[config.mk]
export PLATFORM = sky130hd
export DESIGN_NAME = div_iter
export DESIGN_NICKNAME = d
export VERILOG_FILES = /design/src/rtl/div_pkg.sv /design/src/rtl/div_step.sv /design/src/rtl/div_iter.sv
export SDC_FILE = /design/constraint.sdc
export NUM_CORES = 1
export LEC_CHECK = 0
export CORE_ASPECT_RATIO = 0.8
export CORE_MARGIN = 1
export CORE_UTILIZATION = 50
export CTS_BUF_LIST = sky130_fd_sc_hd__clkbuf_8
export DETAILED_ROUTE_END_ITERATION = 8
export GPL_ROUTABILITY_DRIVEN = 0
export PLACE_DENSITY = 0.76
export SYNTH_ARGS = -nofsm -noshare
export SYNTH_HDL_FRONTEND = slang
export SYNTH_HIERARCHICAL = 1
export SYNTH_SLANG_ARGS = --single-unit
export TNS_END_PERCENT = 50
[constraint.sdc]
create_clock -name clk -period 6.1 [get_ports clk]
set_clock_uncertainty 0.2 [all_clocks]
set_input_delay 1.525 -clock clk [delete_from_list [all_inputs] [get_ports clk]]
set_output_delay 1.525 -clock clk [all_outputs]
set_load 0.03 [all_outputs]
[src/rtl/div_pkg.sv]
// Shared types and defaults for the iterative restoring divider.
package div_pkg;

  localparam int unsigned DEF_DW = 16;
  localparam int unsigned DEF_VW = 8;

  typedef enum logic [1:0] {
    IDLE = 2'd0,
    RUN  = 2'd1,
    DONE = 2'd2
  } state_e;

  // Iteration counter width; never zero even for a 1-bit dividend.
  function automatic int unsigned cnt_width(input int unsigned w);
    return (w > 1) ? $clog2(w) : 1;
  endfunction

endpackage

[src/rtl/div_step.sv]
// One radix-2 restoring division step on a VW+1 bit partial remainder.
module div_step #(
  parameter int unsigned VW = 8
) (
  input  logic [VW:0]   rem,
  input  logic          bit_in,
  input  logic [VW-1:0] divisor,
  output logic [VW:0]   rem_next,
  output logic          q_bit
);

  logic [VW:0] shifted;

  always_comb begin
    shifted  = {rem[VW-1:0], bit_in};
    // A set MSB means the true shifted value exceeds VW+1 bits, so it is surely >= divisor.
    q_bit    = rem[VW] | (shifted >= {1'b0, divisor});
    rem_next = q_bit ? (shifted - {1'b0, divisor}) : shifted;
  end

endmodule

[src/rtl/div_iter.sv]
// Iterative unsigned divider: one quotient bit per cycle, valid/ready on both sides.
module div_iter
  import div_pkg::*;
#(
  parameter int unsigned DW = DEF_DW,
  parameter int unsigned VW = DEF_VW
) (
  input  logic          clk,
  input  logic          rst_n,
  input  logic          in_valid,
  output logic          in_ready,
  input  logic [DW-1:0] a,
  input  logic [VW-1:0] b,
  output logic          out_valid,
  input  logic          out_ready,
  output logic [DW-1:0] quotient,
  output logic [DW-1:0] remainder,
  output logic          div_zero
);

  localparam int unsigned CW = cnt_width(DW);

  state_e        state_q, state_d;
  logic [CW-1:0] cnt_q, cnt_d;
  logic [VW:0]   rem_q, rem_d;
  logic [DW-1:0] dvd_q, dvd_d;
  logic [VW-1:0] div_q, div_d;
  logic [DW-1:0] quo_q, quo_d;
  logic [DW-1:0] rmd_q, rmd_d;
  logic          dz_q, dz_d;

  logic [VW:0]   step_rem;
  logic          step_q;

  div_step #(
    .VW(VW)
  ) u_step (
    .rem      (rem_q),
    .bit_in   (dvd_q[DW-1]),
    .divisor  (div_q),
    .rem_next (step_rem),
    .q_bit    (step_q)
  );

  assign in_ready  = (state_q == IDLE);
  assign out_valid = (state_q == DONE);
  assign quotient  = quo_q;
  assign remainder = rmd_q;
  assign div_zero  = dz_q;

  always_comb begin
    state_d = state_q;
    cnt_d   = cnt_q;
    rem_d   = rem_q;
    dvd_d   = dvd_q;
    div_d   = div_q;
    quo_d   = quo_q;
    rmd_d   = rmd_q;
    dz_d    = dz_q;
    case (state_q)
      IDLE: begin
        if (in_valid) begin
          if (b == '0) begin
            state_d = DONE;
            quo_d   = '0;
            rmd_d   = a;
            dz_d    = 1'b1;
          end else begin
            state_d = RUN;
            rem_d   = '0;
            dvd_d   = a;
            div_d   = b;
            cnt_d   = CW'(DW - 1);
            dz_d    = 1'b0;
          end
        end
      end
      RUN: begin
        // Dividend bits leave at the MSB while quotient bits enter at the LSB.
        rem_d = step_rem;
        dvd_d = {dvd_q[DW-2:0], step_q};
        if (cnt_q == '0) begin
          state_d = DONE;
          quo_d   = {dvd_q[DW-2:0], step_q};
          rmd_d   = DW'(step_rem[VW-1:0]);
        end else begin
          cnt_d = cnt_q - 1'b1;
        end
      end
      DONE: begin
        if (out_ready) begin
          state_d = IDLE;
        end
      end
      default: state_d = IDLE;
    endcase
  end

  always_ff @(posedge clk or negedge rst_n) begin
    if (!rst_n) begin
      state_q <= IDLE;
      cnt_q   <= '0;
      rem_q   <= '0;
      dvd_q   <= '0;
      div_q   <= '0;
      quo_q   <= '0;
      rmd_q   <= '0;
      dz_q    <= 1'b0;
    end else begin
      state_q <= state_d;
      cnt_q   <= cnt_d;
      rem_q   <= rem_d;
      dvd_q   <= dvd_d;
      div_q   <= div_d;
      quo_q   <= quo_d;
      rmd_q   <= rmd_d;
      dz_q    <= dz_d;
    end
  end

endmodule

==> results.rst <==
.. list-table::
   :header-rows: 1

   * - Metric
     - Value
   * - Outcome
     - finished clean
   * - Area contributors post-synth
     - sky130_fd_sc_hd__dfrtp_1 (48%), sky130_fd_sc_hd__mux2_1 (8.4%), sky130_fd_sc_hd__mux2_2 (5.1%)
   * - Maximum count of clock buffers along a single path
     - 2
   * - Post-synthesis async set-or-reset flop share
     - 100.0%
   * - Endpoint kind of the worst setup timing path
     - flop
   * - Die area
     - roughly 0.0079 mm2
   * - Share of final-layout standard cells stronger than drive strength 1
     - 15.01%
   * - Crit path launch type
     - input pin
   * - Worst vdd ir
     - roughly 300 uV
   * - F_max
     - 276.7 MHz
   * - Fill cell instance count of the final layout
     - about 580
   * - Inserted Clock Buffers
     - 9
   * - Hold buffer count at cts
     - 0
   * - Number of placed I/O pins
     - between 60 and 70
   * - Setup repair after global routing missed its margin
     - no
   * - Ratio of total power to cell area
     - 660.4 mW/mm2
   * - Period utilisation layout
     - between 50% and 60%
   * - Number of synthesized flops with an enable pin
     - 0
   * - Post-synth top flop
     - sky130_fd_sc_hd__dfrtp_1
   * - Number of unique standard cell types used by synthesis
     - 50
   * - Pre-CTS setup slack
     - around 2100 ps
   * - Vias after detailed routing
     - 2,598
   * - Sink count of the clock tree
     - ~70
   * - Count of yosys warnings during synthesis
     - 6
   * - Drc violations
     - 0
   * - First-pass DRT Iterations
     - 4
   * - Die Span X
     - 99.11 um
   * - #FFs+latches synth
     - 72
   * - Floorplan core area
     - 0.007094 mm2
   * - Post-detailed-route count of antenna-violating nets
     - 0
   * - GRT Overall Usage
     - 21.12%
   * - Area share of the leading cell type in the synthesized netlist
     - 47.76%
   * - Clk pin slew, worst setup/hold paths
     - 70 ps
   * - Final Critical Period
     - 3614 ps
   * - Number of max-cap violations
     - 0
   * - Transition at the pin with the smallest max-transition slack
     - 1155 ps
   * - Floorplan row count
     - 27
   * - Cell taking the most area after synthesis
     - sky130_fd_sc_hd__dfrtp_1
   * - Synthesized instance count
     - between 300 and 400
   * - Number of slew-limit violations in the final report
     - 0
   * - Resize count post-CTS
     - 0
   * - Minimum setup slack in the final design
     - about 2500 ps
   * - Hold Vio Cnt, Final
     - 0
   * - Leak
     - 2.094 nW
   * - Wirelength, routed
     - 7523 um
   * - Maximum number of pins on one net before global-route repair
     - 67
   * - Wire per inst
     - 15.67 um
   * - Worst EP required
     - 6130 ps
   * - Synthesized net count
     - 365
   * - Effective utilization at floorplan
     - 53.17%
   * - Biggest cell delay along the critical path
     - 680 ps
   * - Worst Path Max Fanout
     - 26
   * - Global-route wire length before repair
     - 12,700 um
   * - Type of the setup path with the least slack
     - input pin to flop
   * - Number of setup buffers added after CTS
     - 0
   * - Congestion Overflow GR
     - 0
   * - Via count of the first global-routing pass
     - 2,597
   * - Ordered cell list for the critical path
     - clkdlybuf4s50_1 > nor4_2 > a21boi_2 > o21bai_4 > mux2_2
   * - Mean cell area of the mapped netlist
     - 11.54 um2
   * - Part of the Yosys area used for sequential elements
     - 47.76%
   * - Via/cell ratio
     - between 5 and 6
   * - Initial antenna violation count
     - 0
   * - Overall die height
     - 79.69 um
   * - Total negative slack
     - 0 ps
   * - Worst-skew pair later-pin latency
     - 350 ps
   * - Endpoint arrival time on the critical path
     - 3640 ps
   * - Area added between synthesis and finish
     - 23.98%
   * - Total half-perimeter wirelength after legalization and detailed placement
     - 5294 um
   * - Class of the tightest hold or removal check
     - flop to flop
   * - Final standard cell utilization of the core
     - around two thirds
   * - Count of endpoints failing setup in the final report
     - 0
   * - Clock tree from TritonCTS
     - built
   * - Worst slew margin
     - between 20% and 30%
   * - Htree depth
     - 3
   * - Port Buffer Count
     - 62
   * - Ant diodes
     - 0
   * - 1st-iter DRT viols
     - 131
   * - # nets final
     - 426
   * - Clock Root Buffer
     - sky130_fd_sc_hd__clkbuf_8
   * - Critical path's slowest cell
     - sky130_fd_sc_hd__o21bai_4
   * - Total standard cell area after synthesis
     - 0.003772 mm2
where the power goes:
group / leakage (nW) / internal [mW] / total [mW] / switching [mW]
clock: 0.134 / 0.314 / 0.498 / 0.184
combinational: 1.08 / 0.834 / 1.73 / 0.901
sequential: 0.876 / 0.714 / 0.856 / 0.141
total: 2.09 / 1.86 / 3.09 / 1.23
cells in the mapped netlist (2+ instances only):
library cell / instances
sky130_fd_sc_hd__dfrtp_1: 72
sky130_fd_sc_hd__nand2_1: 35
sky130_fd_sc_hd__mux2_1: 28
sky130_fd_sc_hd__and2_1: 23
sky130_fd_sc_hd__inv_1: 17
sky130_fd_sc_hd__mux2_2: 17
sky130_fd_sc_hd__mux2_4: 12
sky130_fd_sc_hd__nand2b_1: 12
sky130_fd_sc_hd__a22o_1: 9
sky130_fd_sc_hd__ha_1: 9
sky130_fd_sc_hd__nor2_1: 9
sky130_fd_sc_hd__a21oi_1: 7
sky130_fd_sc_hd__buf_2: 7
sky130_fd_sc_hd__o21ai_0: 7
sky130_fd_sc_hd__or2_0: 7
sky130_fd_sc_hd__nand3_1: 6
sky130_fd_sc_hd__buf_6: 4
sky130_fd_sc_hd__a211oi_1: 3
sky130_fd_sc_hd__mux2i_1: 3
sky130_fd_sc_hd__nand4_1: 3
sky130_fd_sc_hd__xnor2_1: 3
sky130_fd_sc_hd__nor2b_1: 2
sky130_fd_sc_hd__nor3_1: 2
sky130_fd_sc_hd__nor3b_1: 2
sky130_fd_sc_hd__nor4_2: 2
sky130_fd_sc_hd__o31ai_1: 2
logic make-up (layout without fill, tap and decap cells):
kind of cell,after synthesis,in the layout,synth area share [%]
compound gates,41,41,8.690
xor+xnor,4,4,0.9289
fa+ha+maj,10,10,3.516
buf+inv,31,97,4.643
flops,72,72,47.76
mux,60,60,19.00
simple gates,109,109,15.46
path summary, 6_finish.rpt:
path / start / end / slack [ps] / cells past startpoint
min reg2reg: remainder[7] / remainder[7] / 290 / 1
min in group asynchronous: rst_n / div_q[3] / 800 / 1
min: remainder[7] / remainder[7] / 290 / 1
max in group asynchronous: rst_n / remainder[8] / 3860 / 2
max reg2reg: dvd_q[15] / remainder[6] / 3240 / 11
max: b[1] / dvd_q[1] / 2490 / 5
sequential cells by signal (all words and copies together), names as in the netlist:
register / count
dvd_q: 16
quotient: 16
remainder: 16
rem_q: 9
div_q: 8
cnt_q: 4
state_q: 2
div_zero: 1
metal layers:
metal / vias to the layer above / GRT usage [%] / routed length, um
met5: - / 0 / 0
li1: 1257 / - / -
met1: 1263 / 27.91 / 3615
met2: 72 / 33.43 / 3455
met4: 0 / 6.765 / 80
met3: 6 / 6.480 / 372
cells in the final DEF, fill, tap and decap left out, types with 2 or more instances in the layout:
master,Yosys,final
sky130_fd_sc_hd__or2_0,7,7
sky130_fd_sc_hd__a22o_1,9,9
sky130_fd_sc_hd__o31ai_1,2,2
sky130_fd_sc_hd__bufinv_16,0,4
sky130_fd_sc_hd__dfrtp_1,72,72
sky130_fd_sc_hd__ha_1,9,9
sky130_fd_sc_hd__clkdlybuf4s50_1,0,61
sky130_fd_sc_hd__inv_1,17,17
sky130_fd_sc_hd__nor4_2,2,2
sky130_fd_sc_hd__mux2i_1,3,3
sky130_fd_sc_hd__nand2_1,35,35
sky130_fd_sc_hd__mux2_1,28,28
sky130_fd_sc_hd__a21oi_1,7,7
sky130_fd_sc_hd__nor2_1,9,9
sky130_fd_sc_hd__clkbuf_8,0,9
sky130_fd_sc_hd__a211oi_1,3,3
sky130_fd_sc_hd__xnor2_1,3,3
sky130_fd_sc_hd__nor3_1,2,2
sky130_fd_sc_hd__nand4_1,3,3
sky130_fd_sc_hd__nor3b_1,2,2
sky130_fd_sc_hd__and2_1,23,23
sky130_fd_sc_hd__mux2_2,17,17
sky130_fd_sc_hd__buf_4,1,2
sky130_fd_sc_hd__nand2b_1,12,12
sky130_fd_sc_hd__o21ai_0,7,7
sky130_fd_sc_hd__nand3_1,6,6
sky130_fd_sc_hd__mux2_4,12,12
metrics by stage:
step,total power [mW],area [um2],hold slack [ps],std cells
floorplan,2.146,3772,266.8,327
global placement,2.557,4410,266.4,464
detailed placement,2.598,4410,275.9,464
CTS,3.109,4677,294.5,480
global route,3.317,4677,304.0,480
finish,3.089,4677,286.2,480
final cells by class:
type | count | area, um2 | share of cell area (%)
inverters | 17 | 63.81 | 1.364
clock buffers | 9 | 123.9 | 2.648
multi-input cells | 224 | 1805 | 38.60
well taps | 87 | 108.9 | 2.327
repair buffers | 64 | 630.6 | 13.48
flip-flops and latches | 72 | 1802 | 38.52
clock inverters | 7 | 142.6 | 3.050
worst max-delay path, delay by kind of cell:
family | cells | cell delay (ps)
AOI/OAI and AO/OA | 2 | 850
muxes | 1 | 410
buffers and inverters | 1 | 430
and+or+nand+nor | 1 | 400
(Power assumes the default switching activity.)
